<file path="config.mk">
export PLATFORM = sky130hd
export DESIGN_NAME = mips_register_file
export DESIGN_NICKNAME = d
export VERILOG_FILES = /design/src/rtl/mips_pkg.sv /design/src/rtl/regfile_clear_seq.sv /design/src/rtl/mips_register_file.sv
export SDC_FILE = /design/constraint.sdc
export NUM_CORES = 2
export LEC_CHECK = 0
export BUFFER_PORTS_ARGS = -buffer_cell sky130_fd_sc_hd__buf_2
export CORE_UTILIZATION = 31
export DETAILED_ROUTE_END_ITERATION = 7
export PLACE_DENSITY = 0.58
export SETUP_SLACK_MARGIN = 0.02
export SLEW_MARGIN = 40
export SYNTH_ARGS = -nofsm -noshare
export SYNTH_HDL_FRONTEND = slang
export SYNTH_SLANG_ARGS = --single-unit
</file>
<file path="constraint.sdc">
create_clock -name Clk -period 3.4 [get_ports Clk]
set_input_delay 0.34 -clock Clk [delete_from_list [all_inputs] [get_ports Clk]]
set_output_delay 0.34 -clock Clk [all_outputs]
set_load 0.005 [all_outputs]
</file>
<file path="src/rtl/mips_pkg.sv">
// Shared constants and clear-sequencer state encoding for the MIPS register file.
package mips_pkg;
  localparam int DATA_W   = 32;
  localparam int ADDR_W   = 5;
  localparam int REG_ZERO = 0;

  typedef enum logic {
    CLEAR = 1'b0,
    READY = 1'b1
  } rf_state_e;
endpackage

</file>
<file path="src/rtl/regfile_clear_seq.sv">
// Post-reset clear sequencer: walks every index once writing zero, then parks in READY.
module regfile_clear_seq
  import mips_pkg::*;
#(
  parameter int ADDR_W = mips_pkg::ADDR_W
) (
  input  logic              Clk,
  input  logic              Rst_n,
  output logic              Busy,
  output logic [ADDR_W-1:0] ClrIdx,
  output logic              ClrWe
);

  localparam logic [ADDR_W-1:0] ONE = ADDR_W'(1);

  rf_state_e         state, state_nxt;
  logic [ADDR_W-1:0] cnt, cnt_nxt;

  always_ff @(posedge Clk or negedge Rst_n) begin
    if (!Rst_n) begin
      state <= CLEAR;
      cnt   <= '0;
    end else begin
      state <= state_nxt;
      cnt   <= cnt_nxt;
    end
  end

  always_comb begin
    state_nxt = state;
    cnt_nxt   = cnt;
    ClrWe     = 1'b0;
    case (state)
      CLEAR: begin
        ClrWe   = 1'b1;
        cnt_nxt = cnt + ONE;
        // Last index written this edge; counter wraps to 0 and stays idle.
        if (cnt == '1) state_nxt = READY;
      end
      READY: ;
      default: state_nxt = CLEAR;
    endcase
  end

  assign Busy   = (state == CLEAR);
  assign ClrIdx = cnt;

endmodule

</file>
<file path="src/rtl/mips_register_file.sv">
// 32x32 MIPS GPR file: 2 combinational read ports, 1 write port, r0 hardwired to 0,
// storage cleared by a sequencer after reset so the array carries no reset.
module mips_register_file
  import mips_pkg::*;
#(
  parameter int DATA_W = mips_pkg::DATA_W,
  parameter int ADDR_W = mips_pkg::ADDR_W,
  parameter bit BYPASS = 1'b1
) (
  input  logic              Clk,
  input  logic              Rst_n,
  input  logic [ADDR_W-1:0] RdAddrA,
  output logic [DATA_W-1:0] RdDataA,
  input  logic [ADDR_W-1:0] RdAddrB,
  output logic [DATA_W-1:0] RdDataB,
  input  logic              WrEn,
  input  logic [ADDR_W-1:0] WrAddr,
  input  logic [DATA_W-1:0] WrData,
  output logic              Busy,
  output logic              WrDropped,
  input  logic [ADDR_W-1:0] DbgAddr,
  output logic [DATA_W-1:0] Debug
);

  localparam int               DEPTH    = 2**ADDR_W;
  localparam logic [ADDR_W-1:0] ZERO_IDX = ADDR_W'(REG_ZERO);

  logic [DATA_W-1:0] mem [DEPTH];

  logic              busy;
  logic [ADDR_W-1:0] clr_idx;
  logic              clr_we;
  logic              usr_we;
  logic              we;
  logic [ADDR_W-1:0] wa;
  logic [DATA_W-1:0] wd;

  regfile_clear_seq #(.ADDR_W(ADDR_W)) u_clr (
    .Clk    (Clk),
    .Rst_n  (Rst_n),
    .Busy   (busy),
    .ClrIdx (clr_idx),
    .ClrWe  (clr_we)
  );

  assign usr_we = WrEn && !busy && (WrAddr != ZERO_IDX);

  // Single write port muxed between clear and user so the array maps to RAM.
  always_comb begin
    we = clr_we | usr_we;
    wa = clr_we ? clr_idx : WrAddr;
    wd = clr_we ? '0      : WrData;
  end

  always_ff @(posedge Clk) begin
    if (we) mem[wa] <= wd;
  end

  always_ff @(posedge Clk or negedge Rst_n) begin
    if (!Rst_n) WrDropped <= 1'b0;
    else        WrDropped <= WrEn && busy;
  end

  function automatic logic [DATA_W-1:0] rd_port(input logic [ADDR_W-1:0] a);
    if (busy || a == ZERO_IDX)             return '0;
    if (BYPASS && WrEn && WrAddr == a)     return WrData;
    return mem[a];
  endfunction

  always_comb RdDataA = rd_port(RdAddrA);
  always_comb RdDataB = rd_port(RdAddrB);
  always_comb Debug   = busy ? '0 : mem[DbgAddr];

  assign Busy = busy;

endmodule

</file>
# ---- Yosys cells after proc, flatten, opt, wreduce, memory -nomap -nowiden
# Memory sizes are Yosys's and may differ from the RTL's.
# Cells that the tools add are included.
dict set report totals {
  register_bits 7
  latch_bits 0
  ram_bits 1024
  mem_bits_ro 0
  inputBits 55
  out_inout_bits 98
  mem_count 1
}
# name words width read_ports rd_ports_with_merged_regs write_ports line_no
set memory_table {}
lappend memory_table {mem 32 32 3 0 1 mips_register_file.sv:28} ;# logic [DATA_W-1:0] mem [DEPTH];
dict set report op_classes {
  n_addsub 1
  mul 0
  div_mod_pow 0
  n_lt_le_gt_ge 0
  eq_ne 3
  shifts 0
  n_mux 22
  n_bitwise 2
  n_reduce_logical 10
}
# op n
set op_table {}
lappend op_table {{$mux 32} 10}
lappend op_table {{$mux 1} 11}
lappend op_table {{$eq 5x5->1} 2}
lappend op_table {{$logic_not 5->1} 2}
lappend op_table {{$add 5x1->5 const B} 1}
lappend op_table {{$eq 5x5->1 const B} 1}
lappend op_table {{$logic_and 1x1->1} 5}
lappend op_table {{$mux 5} 1}
lappend op_table {{$reduce_bool 5->1} 1}
lappend op_table {{$logic_or 1x1->1} 2}
lappend op_table {{$not 1->1} 1}
lappend op_table {{$or 1x1->1} 1}

# ---- Logic depth before layout (Yosys ltp)
dict set report logic_depth {
  depth_word 6
  ltp_mapped 9
  depth_no_buf 5
}

# ---- By module
# A second synthesis with hierarchy kept.
dict set report hier_totals {
  hier_cells 3255
  hier_area_um2 56690.6
}
# mod n_inst cells_per_inst area_per_inst_um2
set modules_own_cells {}
lappend modules_own_cells {mips_register_file 1 3235 56379.1}
lappend modules_own_cells {regfile_clear_seq 1 20 311.5}

# ---- Least setup slack after synthesis
# Ideal clock, no wire load.
dict set report synth_path {
  path_kind {reg-to-reg}
  startpoint {register u_clr.state}
  endpoint {memory mem[10][0], enable pin}
  arrival_ns 2.692
  required_ns 2.979
  path_slack_ns 0.287
  stages_incl_launch_ff 6
  n_path_buf 2
  cell_sequence {dfrtp_1 > clkbuf_1 > buf_1 > a32oi_1 > nand2b_1 > nor2_1}
}
dict set report synth_between {
  elab_chain_cells 5
  elab_cells_between_ends 7
}
# element line_no
set synth_rtl {}
lappend synth_rtl {{from (decl)} regfile_clear_seq.sv:16} ;# rf_state_e state, state_nxt;
lappend synth_rtl {{from (signal assigned)} regfile_clear_seq.sv:24} ;# state <= state_nxt;
lappend synth_rtl {{$logic_and 1x1->1 (2 in a row)} mips_register_file.sv:46} ;# assign usr_we = WrEn && !busy && (WrAddr != ZERO_IDX);
lappend synth_rtl {{$or 1x1->1} mips_register_file.sv:50} ;# we = clr_we | usr_we;
lappend synth_rtl {{$mux 1} mips_register_file.sv:56} ;# if (we) mem[wa] <= wd;
lappend synth_rtl {{$mux 1 (implied by the code)} mips_register_file.sv:56}
lappend synth_rtl {{to (decl)} mips_register_file.sv:28}
# Parallel ways exist; a longest one is shown, timed or not.

# ---- Worst setup path after layout
dict set report layout_path {
  startpoint {register u_clr.state}
  endpoint {output port Debug[27]}
}
dict set report layout_between {
  elab_chain_cells 1
}
# element line_no
set layout_rtl {}
lappend layout_rtl {{$mux 32} mips_register_file.sv:72} ;# always_comb Debug = busy ? '0 : mem[DbgAddr];
lappend layout_rtl {{to (decl)} mips_register_file.sv:22} ;# output logic [DATA_W-1:0] Debug
# Every way passes these cells.

==> results.py <==
metrics = {
    "timing": {
        "rsz0062_at_grt": "yes",
        "timing.setup.tns_ps": 0,
        "finalWorstPathRequiredPeriod_ps": 3367,
        "timing.slew.headroom_pct": 47.64,
        "setup_viol": 0,
        "hold_viol_final": 0,
        "final_max_slew_viol_count": 0,
        "clock_skew_ps": 44.07,
        "worst_slew_pin_slew_ps": 785.4,
        "share_of_the_clock_period_used_by_the_worst_path_after_layout_pct": 99.04,
        "fmaxAchievable_mhz": 297.0,
    },
    "yosys": {
        "synthesized_area_um2": 56830,
        "netlist_instances": 3244,
        "yosysWarnings": 0,
        "post_synth.cell_area_avg_um2": 17.52,
        "predominant_post_synthesis_flop_cell": "edfxtp_1",
        "async_reset_ff_share_pct": 0.6790,
        "ys_types": 47,
        "ffs_latches_synth": 1031,
        "synth-edff-count": 1024,
        "yosysSeqAreaShare_pct": 54.41,
        "syn-num-nets": 3301,
    },
    "setup_path": {
        "worst_ep_required_time_ps": 3060,
        "cp_max_fo": 17,
        "ff2ff_setup_slack_ps": 570,
        "path_class": "reg2out",
        "startpoint_type": "register",
        "launching_instance_or_port_of_the_critical_path": "u_clr.state",
        "element_type_at_the_critical_path_end": "output pin",
        "reg2regPathDepth": 5,
        "r2r_startpoint": "u_clr.state",
        "setup.worst_path.end": "Debug[27]",
        "critical_path_arrival_ps": 3030,
        "worstReg2RegEnd": "mem[6][2]",
    },
    "die": {
        "core-area_um2": 181500,
        "fp.dieH_um": 430.2,
        "die_x_um": 430.2,
        "floorplan.rows": 156,
        "start_util_pct": 31.31,
        "floorplan.die_area_um2": 185100,
        "boundary_pins": 153,
    },
    "run_status": {
        "status": "finished, final reports clean",
    },
    "clock_tree": {
        "clock_slew_seen_by_the_registers_of_the_worst_setup_and_hold_paths_ps": 60,
        "number_of_cts_inserted_buffers": 110,
        "clock_sinks": 1031,
        "tritoncts": "yes",
        "clock_latency_ps": 750,
        "max-clock-path-buffers": 3,
        "cts-root-buf": "clkbuf_16",
        "h_tree_levels": 3,
        "cts_setup_buffers": 0,
    },
    "global_route": {
        "track_usage_pct": 23.93,
        "gr-usage-met3_pct": 5.374,
        "first_global_vias": 37924,
        "antenna_violations_before_repair": 18,
        "grt-busiest-layer": "met2",
        "met1_usage_pct": 30.87,
        "largest_net_degree_at_the_start_of_global_routing": 60,
        "grt_first_pass_wirelength_mm": 309.0,
        "gr_util_met2_pct": 37.56,
        "globalRoute.totalOverflow": 0,
    },
    "final_layout": {
        "layout.cells.most_common_list": "edfxtp_1, mux4_2, mux2i_1",
        "finish.net_count": 3503,
        "final_cells": 5912,
        "drive_gt1_share_pct": 36.57,
        "finish.instance_area_um2": 66210,
        "area_delta_synth_final_pct": 16.50,
        "mostFrequentLayoutCell": "edfxtp_1",
    },
    "placed_design": {
        "gpl.final_weighted_congestion": 0.8452,
        "dp_hpwl_mm": 133.6,
        "port_buffers": 152,
        "post_dp_cell_area_um2": 62590,
        "post-place-cells": 5701,
    },
    "power_and_ir_drop": {
        "power_per_cell_area_nw_per_um2": 454.0,
        "post-layout-total-power_mw": 30.06,
        "peakVddDrop_uv": 396.7,
        "total_leakage_power_nw": 21.71,
    },
    "drt": {
        "drcViolationCount": 0,
        "dr.pass1.iters": 6,
        "detailroute.via_count": 38360,
        "drt_wl_cell_um": 38.01,
        "drt.antenna.violating_nets": 0,
        "totalWireLength_mm": 224.7,
        "post_drt_via_cell_ratio": 6.488,
        "drt_first_iter_violations": 5677,
    },
    "worst_hold_path": {
        "worstHoldPathType": "in2reg",
    },
    "job": {
        "drv_cap": 0,
    },
}
metrics by stage:
step | setup slack (ps) | utilization, % | hold slack [ps]
floorplan | 286.6 | - | 44.41
CTS | -49.26 | 36.46 | 224.8
finish | 32.72 | 36.48 | 274.3
global route | 18.21 | 36.47 | 279.9
global placement | 437.8 | 34.47 | 215.4
detailed placement | 463.9 | 34.48 | 216.8
sequential cells by signal (all words and copies together) (netlist names):
signal	count
mem	1024
u_clr.ClrIdx	5
WrDropped	1
u_clr.state	1
critical path, cell delays in order, from the launching register on:
cell and delay [ps]:
dfrtp_4 540, inv_1 190, nor2_4 610, buf_4 460, a22o_1 290, buf_2 150
cells in the mapped netlist (21+ instances only):
library cell | n | area (µm²)
a21oi_1 | 130 | 650.6
a22o_1 | 63 | 551.8
edfxtp_1 | 1024 | 30750
o21ai_0 | 30 | 150.1
nor3_1 | 47 | 235.2
o21bai_1 | 33 | 247.7
a221oi_1 | 175 | 1533
a211o_1 | 31 | 271.5
nand2_1 | 37 | 138.9
buf_4 | 37 | 277.8
buf_6 | 21 | 236.5
and2_1 | 34 | 212.7
mux4_2 | 646 | 14550
nand2b_1 | 39 | 244.0
a221o_1 | 41 | 410.4
mux2i_1 | 383 | 3834
o21ai_1 | 32 | 160.2
buf_1 | 22 | 82.58
clkbuf_1 | 166 | 623.1
nor2_1 | 45 | 168.9
a22oi_1 | 62 | 465.5
buf_2 | 65 | 325.3
what timing repair did:
| item | CTS | global route |
|---|---|---|
| endpoints found under the setup margin | 45 | 16 |
| pin swaps | 1 | 0 |
| hold buffers | 3 | 0 |
| resized for setup | 5 | 4 |
| hold endpoints to repair | 8 | 0 |
layer usage:
metal | part of all wire, % | vias to the layer above
li1 | - | 14693
met1 | 37 | 20372
met2 | 46 | 2722
met3 | 11 | 565
met4 | 5.7 | 8
met5 | 0.022 | -
worst min path at each step:
stage                    start           to  slack [ps]  cells past startpoint
CTS                 WrData[21]   mem[0][21]         220                      3
floorplan                Rst_n    WrDropped          40                      0
finish              WrData[21]  mem[10][21]         270                      3
global placement         Rst_n    WrDropped         220                      1
detailed placement       Rst_n    WrDropped         220                      1
global route        WrData[21]   mem[9][21]         280                      3
where the power goes:
group	internal, mW	switching (mW)
clock	6.76	5.39
combinational	1.58	2.31
sequential	14.0	0.00915
total	22.4	7.70
cell families after synthesis:
group	synth area share [%]
mux	32.38
xor+xnor	0.2003
simple gates	2.052
compound gates	8.143
flops	54.41
fa+ha+maj	0.04402
buf+inv	2.765
cell type report:
class                   count  area (µm²)
inverters                   7       31.28
flip-flops and latches   1031       30930
well taps                2370        2965
fillers                 16736      115300
clock buffers             131        2853
diodes                      4       10.01
multi-input cells        1895       24730
clock inverters            73       699.4
repair buffers            401        3999
Note: power is estimated with default switching activity, not from simulation.
